<file path="src/rtl/ibex_register_file_mp.sv">
// ibex_register_file_mp
// Flop-based register file with NumRead combinational read ports, NumWrite
// write ports, an optional same-cycle write-to-read bypass and a per-register
// pending-write scoreboard. x0 is hardwired to zero in both the data array and
// the scoreboard.
module ibex_register_file_mp #(
  parameter bit          RV32E        = 1'b0,
  parameter int unsigned DataWidth    = 32,
  parameter int unsigned NumRead      = 2,
  parameter int unsigned NumWrite     = 1,
  parameter bit          WriteForward = 1'b0
) (
  input  logic                          clk_i,
  input  logic                          rst_ni,
  input  logic [NumRead*5-1:0]          raddr_i,
  output logic [NumRead*DataWidth-1:0]  rdata_o,
  output logic [NumRead-1:0]            rbusy_o,
  input  logic [NumWrite*5-1:0]         waddr_i,
  input  logic [NumWrite*DataWidth-1:0] wdata_i,
  input  logic [NumWrite-1:0]           we_i,
  input  logic                          sb_set_i,
  input  logic [4:0]                    sb_set_addr_i,
  input  logic [NumWrite-1:0]           sb_clr_i,
  output logic [(RV32E ? 16 : 32)-1:0]  busy_vec_o
);

  localparam int unsigned ADDR_WIDTH = RV32E ? 4 : 5;
  localparam int unsigned NUM_WORDS  = 2 ** ADDR_WIDTH;

  typedef logic [ADDR_WIDTH-1:0] addr_t;

  // Out-of-range port counts are a configuration error, caught at elaboration.
  if (NumRead < 1 || NumRead > 4) begin : gen_bad_num_read
    $error("ibex_register_file_mp: NumRead must be in 1..4");
  end
  if (NumWrite < 1 || NumWrite > 2) begin : gen_bad_num_write
    $error("ibex_register_file_mp: NumWrite must be in 1..2");
  end

  addr_t                 raddr [NumRead];
  addr_t                 waddr [NumWrite];
  logic [DataWidth-1:0]  wdata [NumWrite];
  addr_t                 set_addr;

  logic [NUM_WORDS-1:0][DataWidth-1:0] rf_q, rf_d;
  logic [NUM_WORDS-1:0]                busy_q, busy_d;

  // With RV32E the top address bit is dropped, so it is deliberately left unread.
  logic unused_addr_bits;
  assign unused_addr_bits = ^{raddr_i, waddr_i, sb_set_addr_i};

  // Unpack the flat port buses; only the low ADDR_WIDTH bits select a register.
  always_comb begin
    for (int k = 0; k < NumRead; k++) begin
      raddr[k] = raddr_i[5*k +: ADDR_WIDTH];
    end
    for (int j = 0; j < NumWrite; j++) begin
      waddr[j] = waddr_i[5*j +: ADDR_WIDTH];
      wdata[j] = wdata_i[DataWidth*j +: DataWidth];
    end
    set_addr = sb_set_addr_i[ADDR_WIDTH-1:0];
  end

  // Next register state: later write ports overwrite earlier ones, x0 stays zero.
  always_comb begin
    rf_d = rf_q;
    for (int j = 0; j < NumWrite; j++) begin
      if (we_i[j]) begin
        rf_d[waddr[j]] = wdata[j];
      end
    end
    rf_d[0] = '0;
  end

  // Next scoreboard state: retiring writes clear, a new producer set overrides a clear.
  always_comb begin
    busy_d = busy_q;
    for (int j = 0; j < NumWrite; j++) begin
      if (we_i[j] && sb_clr_i[j]) begin
        busy_d[waddr[j]] = 1'b0;
      end
    end
    if (sb_set_i) begin
      busy_d[set_addr] = 1'b1;
    end
    busy_d[0] = 1'b0;
  end

  // State registers for the data array and the scoreboard.
  always_ff @(posedge clk_i or negedge rst_ni) begin
    if (!rst_ni) begin
      rf_q   <= '0;
      busy_q <= '0;
    end else begin
      rf_q   <= rf_d;
      busy_q <= busy_d;
    end
  end

  // Read ports with optional bypass; the bypass is gated by reset so outputs stay zero in reset.
  always_comb begin
    rdata_o = '0;
    rbusy_o = '0;
    for (int k = 0; k < NumRead; k++) begin
      rdata_o[k*DataWidth +: DataWidth] = rf_q[raddr[k]];
      rbusy_o[k]                        = busy_q[raddr[k]];
      if (WriteForward && rst_ni && (raddr[k] != '0)) begin
        for (int j = 0; j < NumWrite; j++) begin
          if (we_i[j] && (waddr[j] == raddr[k])) begin
            rdata_o[k*DataWidth +: DataWidth] = wdata[j];
            if (sb_clr_i[j]) begin
              rbusy_o[k] = 1'b0;
            end
          end
        end
        if (sb_set_i && (set_addr == raddr[k])) begin
          rbusy_o[k] = busy_q[raddr[k]];
        end
      end
    end
  end

  assign busy_vec_o = busy_q;

endmodule

</file>
<file path="config.mk">
export PLATFORM = sky130hd
export DESIGN_NAME = ibex_register_file_mp
export DESIGN_NICKNAME = d
export VERILOG_FILES = /design/src/rtl/ibex_register_file_mp.sv
export SDC_FILE = /design/constraint.sdc
export NUM_CORES = 2
export LEC_CHECK = 0
export ABC_AREA = 1
export CAP_MARGIN = 20
export CELL_PAD_IN_SITES_DETAIL_PLACEMENT = 0
export CELL_PAD_IN_SITES_GLOBAL_PLACEMENT = 1
export CORE_MARGIN = 2
export CORE_UTILIZATION = 41
export DETAILED_ROUTE_END_ITERATION = 16
export PLACE_DENSITY = 0.85
export SLEW_MARGIN = 20
export SYNTH_ARGS = -nofsm -noshare
export SYNTH_HDL_FRONTEND = slang
export SYNTH_SLANG_ARGS = --single-unit
</file>
<file path="constraint.sdc">
create_clock -name clk_i -period 2.1 [get_ports clk_i]
set_input_delay 0.42 -clock clk_i [delete_from_list [all_inputs] [get_ports clk_i]]
set_output_delay 0.42 -clock clk_i [all_outputs]
set_load 0.1 [all_outputs]
</file>
## Yosys cells after proc, flatten, opt, wreduce, memory -nomap -nowiden

Cells that the tools add are included.

| storage, ports and cells | value |
|---|---|
| flip-flop bits (word level) | 1,023 |
| bits of input ports | 57 |
| output and inout port bits | 98 |
| word-level logic and storage cells | 61 |

| cells by class | value |
|---|---|
| order comparisons | 6 |
| multiplexer cells | 17 |
| bitwise gates (word level) | 3 |
| reductions and logical operators | 3 |

Operators with widths:

| operator | count |
|---|---|
| 1024-bit bitwise mux | 1 |
| 32-bit binary-select mux with 5-bit select | 2 |
| 32-bit demux with 5-bit select | 1 |
| 32-bit two-way mux | 5 |
| 32-bit AND | 1 |
| 32-bit inverter | 1 |
| 32-bit bitwise OR | 1 |
| 5-bit by 6-bit < comparator with 1-bit output, second input constant | 4 |
| 1-bit binary-select mux with 5-bit select | 2 |
| 1-bit demux with 5-bit select | 2 |
| 5-bit by 1-bit >= comparator with 1-bit output, second input constant | 2 |
| 1-bit two-way mux | 4 |
| 1-bit logical AND | 3 |

## Longest topological paths before layout

| logic depth | value |
|---|---|
| depth after elaboration | 9 |
| mapped depth | 11 |
| depth with buffers taken out | 8 |

## Least setup slack after synthesis

Ideal clock, no wire load.

| timing path | value |
|---|---|
| path kind | input port to output port |
| start point | input raddr_i[5] |
| end point | output rdata_o[32] |
| arrival time | 2.233 ns |
| data required time | 1.680 ns |
| path slack | -0.553 ns |
| cell stages on the path | 11 |
| buffers on the path | 4 |
| cell sequence | buf_2 inv_1 buf_2 buf_2 clkbuf_1 nand2_1 nand3_1 nand3_1 nand3_1 nand3_1 nand2_1 |

| on the way | value |
|---|---|
| word-level cells in the longest chain between the ends | 2 |

Ends and longest elaborated chain:

| item | line | source |
|---|---|---|
| from (decl) | 15 | `input logic [NumRead*5-1:0] raddr_i,` |
| 32-bit binary-select mux with 5-bit select | 105 | `rdata_o[k*DataWidth +: DataWidth] = rf_q[raddr[k]];` |
| 32-bit two-way mux (not written as such) | 105 |  |
| to (decl) | 16 | `output logic [NumRead*DataWidth-1:0] rdata_o,` |

Every way passes these cells. The select of a mux whose other input is x is not followed.

## Final worst setup path

| timing path | value |
|---|---|
| start point | register rf_q[483] (netlist bit) |
| end point | output rdata_o[35] |

| on the way | value |
|---|---|
| word-level cells in the longest chain between the ends | 2 |

Ends and longest elaborated chain:

| item | line | source |
|---|---|---|
| from (decl) | 45 | `logic [NUM_WORDS-1:0][DataWidth-1:0] rf_q, rf_d;` |
| from (signal assigned) | 95 | `rf_q <= rf_d;` |
| 32-bit binary-select mux with 5-bit select | 105 |  |
| 32-bit two-way mux (not written as such) | 105 |  |

Every way passes these cells. The select of a mux whose other input is x is not followed.

==> results.md <==
Outcome:
- The run finished, with violations left.
- The final reports fail on negative setup slack.

Placement:
- The half-perimeter wire length of the detailed placement result is 151,000 um.
- The final RePlAce weighted congestion is roughly 0.93.
- Counting tap cells, the placed design contains a total of ~10,000 instances.
- Buffers placed on the I/O ports in this run total between 150 and 200.
- Prior to clock tree synthesis, the placed netlist has a worst setup slack of -0.453 ns.

Layout:
- The final-stage net count is 8,895.
- The area growth from synthesis to layout is 33.2%.
- In the final layout, the share of cells above drive strength 1 is around a quarter.
- The layout filler cell count is ~13,000.
- After the flow finishes, the layout carries non-filler instances totaling between 10,000 and 15,000.
- The most common cell after layout, fill and taps aside is nand2_1.
- Registers take approximately 0.026 mm2.
- In the final layout, the multi-input gates occupy approximately 0.031 mm2.
- The number of antenna diodes in the final layout is 0.
- The top cell types in the final layout, fill and taps aside, are nand2_1 (2,753), nand3_1 (1,135), dfrtp_1 (1,004).

Drt:
- The detailed-route wire length is around 240,000 um.
- The total iterations of the first detailed-routing run is 7.
- Across all layers, the routed design uses 62,100 vias.
- The number of vias per cell is roughly 5.7.
- The final antenna-violating net count is 0.
- The violation count after the first detailed-route iteration is ~7,600.
- The average routed wire per standard cell is 22.5 um.
- The number of design rule violations left after detail routing is 0.

Power and ir drop:
- The proportion of power drawn by the clock network is 32.2%.
- Power spread over the standard cell area amounts to 861 mW/mm2.
- In this run the static leakage power is 37.0 nW.
- The switching part of the total power is a little over a third.
- Combinational logic is responsible for between 20% and 30% of the overall power.
- The net switching power of the design is ~23 mW.
- Sequential cells burn roughly two fifths of the power.
- The peak ir drop on the vdd network is 0.741 mV.
- The internal portion of total power is 43.3 mW.

STA:
- In this run the tightest slew margin relative to its limit is a little under two thirds.
- The hold violation total from the final report came to 0.
- The count of final setup violators is 66.
- At the pin with the least slew margin, the transition time is ~0.54 ns.
- After layout, the minimum clock period comes to 2.45 ns.
- The worst setup skew after layout is 0 ns.
- Setup repair after global routing could not meet its margin everywhere.
- Once routing completed, OpenROAD measured the worst setup slack at -0.353 ns.
- The period utilization is 117%.
- The count of final max-slew check failures is 0.
- The maximum clock frequency is a little over 400 MHz.

Die:
- The die width is roughly 380 um.
- Pin placement for this block handled 155 I/O pins.
- The effective utilization at floorplan is between 40% and 50%.
- The floorplan step defined a die boundary enclosing 0.145 mm2.
- The overall die height is around 380 um.
- The floorplan has 138 rows.
- The placeable core region is 0.141 mm2.

Yosys:
- Synthesis produced ~8,500 cells.
- The average instance in the mapped netlist occupies a little under 7 um2.
- The synthesized flop and latch total is just over 1,000.
- By area the synthesized netlist is led by dfrtp_1 (44%), nand2_1 (19%), nand3_1 (14%).
- The number of nets produced by synthesis is around 8,600.
- The number of warning messages in the yosys log is 0.
- The synthesized design spends more area on one cell type than any other, namely dfrtp_1.
- The netlist uses 26 different library cells.
- The share of synthesized area occupied by flip-flops and latches is 44.0%.
- The mapped netlist covers roughly 0.058 mm2.
- The top cell type by area accounts for roughly 44% of the synthesized area.

Worst setup path:
- The path type of the worst setup path is reg2out.
- STA classifies the critical path endpoint as a primary output.
- The worst path arrival time is between 2 and 2.5 ns.
- The cell with the largest stage delay on the worst path is dfrtp_1.
- The required time at the endpoint of the critical path is approximately 1.7 ns.
- The signal on the critical path passes through inv_1, nand2_1, nand3_1, nand3_1, nand3_1, nand2_1, nand2_2, nand2_8, buf_12.
- The critical path launch point type is a flip-flop.
- Along the worst path, the maximum fanout reaches 2.
- The largest stage delay on the critical path is around 0.38 ns.
- The cell that appears most often on the critical path is nand3_1.

CTS:
- The clock passes through at most 3 buffers.
- The tree is rooted in a clkbuf_16.
- The CTS tree is yes.
- Clock-pin slew was measured on the worst setup and hold paths at approximately 0.060 ns.
- The H-tree generated during clock tree synthesis spans 3 levels.
- For this design, the sink count on the clock tree is 1,023.
- The insertion delay to the later sink of the worst-skew pair is about 0.77 ns.
- Counting the buffers created by CTS gives about 120.

Worst hold path:
- The tightest min-delay check is of the in2async type.

Global route:
- The via count of the first global-routing pass is around 58,000.
- The total routing resource utilization after global routing is roughly 32%.
- The first global-routing pass estimated 361,000 um of wire.
- The sum of overflow across all layers after global routing is 0.
- The initial antenna violation count is 0.
- Entering global routing, the biggest net connects 94 pins.

Run:
- Max-cap violations in this run came to 0.
synth_stat cells, drive strengths merged:
library cell and instances:
clkinv 2, o22ai 12, nand3 1614, nor2 64, nand4 7, o31ai 3
nand2 3000, a21oi 264, conb 1, nor3 16, o21ai 1027, inv 780
clkbuf 530, dfrtp 1023, buf 175
final timing paths:
check | cells past startpoint | slack (ns) | from | end
worst max-delay path | 9 | -0.35 | rf_q[483]$_DFFE_PN0P_ | rdata_o[35]
worst min-delay path | 2 | 0.14 | rst_ni | rf_q[728]$_DFFE_PN0P_
worst max register to register | 4 | 1.12 | busy_vec_o[24]$_DFF_PN0_ | busy_vec_o[24]$_DFF_PN0_
worst min register to register | 2 | 0.48 | rf_q[806]$_DFFE_PN0P_ | rf_q[806]$_DFFE_PN0P_
max in group asynchronous | 4 | 1.03 | rst_ni | rf_q[92]$_DFFE_PN0P_
min in group clk_i | 4 | 0.30 | we_i | rf_q[840]$_DFFE_PN0P_
flip-flops by register name, indices dropped and copies added, names as in the netlist:
register,count
rf_q,992
busy_vec_o,31
final cells by class:
type                    count  share of cell area (%)
clock buffers             177                    4.45
clock inverters            42                   0.704
inverters                 782                    3.84
multi-input cells        6008                    40.5
flip-flops and latches   1023                    33.1
well taps                1890                    3.05
repair buffers            906                    14.3
cell families after synthesis:
family | after synthesis | share of synthesized area (%)
flops | 1023 | 44.0
compound gates | 1306 | 11.4
other cells | 1 | 0.00644
buf+inv | 1487 | 10.3
simple gates | 4701 | 34.3
metrics by stage:
step / utilization (%) / TNS (ns) / power [mW] / hold slack (ns) / cell area, um2
finish: 54.9 / -17.55 / 66.7 / 0.143 / 77500
global route: 54.9 / -22.54 / 69.9 / 0.147 / 77500
CTS: 52.4 / -19.99 / 64.9 / 0.113 / 74000
detailed placement: 48.4 / -169.86 / 42.7 / 0.329 / 68300
global placement: 48.4 / -134.87 / 42.3 / 0.328 / 68300
floorplan: - / -0.181 / 36.8 / 0.124 / 59800
metal layers:
metal | share of wire (%) | up-vias | GRT usage (%)
met4 | 4.9 | 0 | 13.8
met5 | 0 | - | 0
li1 | - | 28000 | -
met2 | 45 | 3665 | 50.0
met3 | 10 | 757 | 6.49
met1 | 40 | 29700 | 43.6
critical path: cells and delay by family (launching register included):
family | cells | cell delay, ns
simple gates | 7 | 0.64
buf+inv | 2 | 0.24
flops | 1 | 0.38
what timing repair did:
action                                 CTS  global route
gates cloned                             1             5
gates resized for setup                344           729
pin swaps                              228           404
hold buffers                             1             0
endpoints found under the hold margin  410             0
setup endpoints to repair               66            66
buffers inserted                        74           129
power groups by stage:
stage	Clock, mW	Sequential, mW	Combinational (mW)
2_1_floorplan	0	26.4	10.4
3_3_place_gp	0	26.0	16.4
3_5_place_dp	0	26.1	16.7
4_1_cts	21.7	25.8	17.5
5_1_grt	22.5	26.4	21.1
6_report	21.5	26.0	19.2
Power figures use the tool's default switching activity.
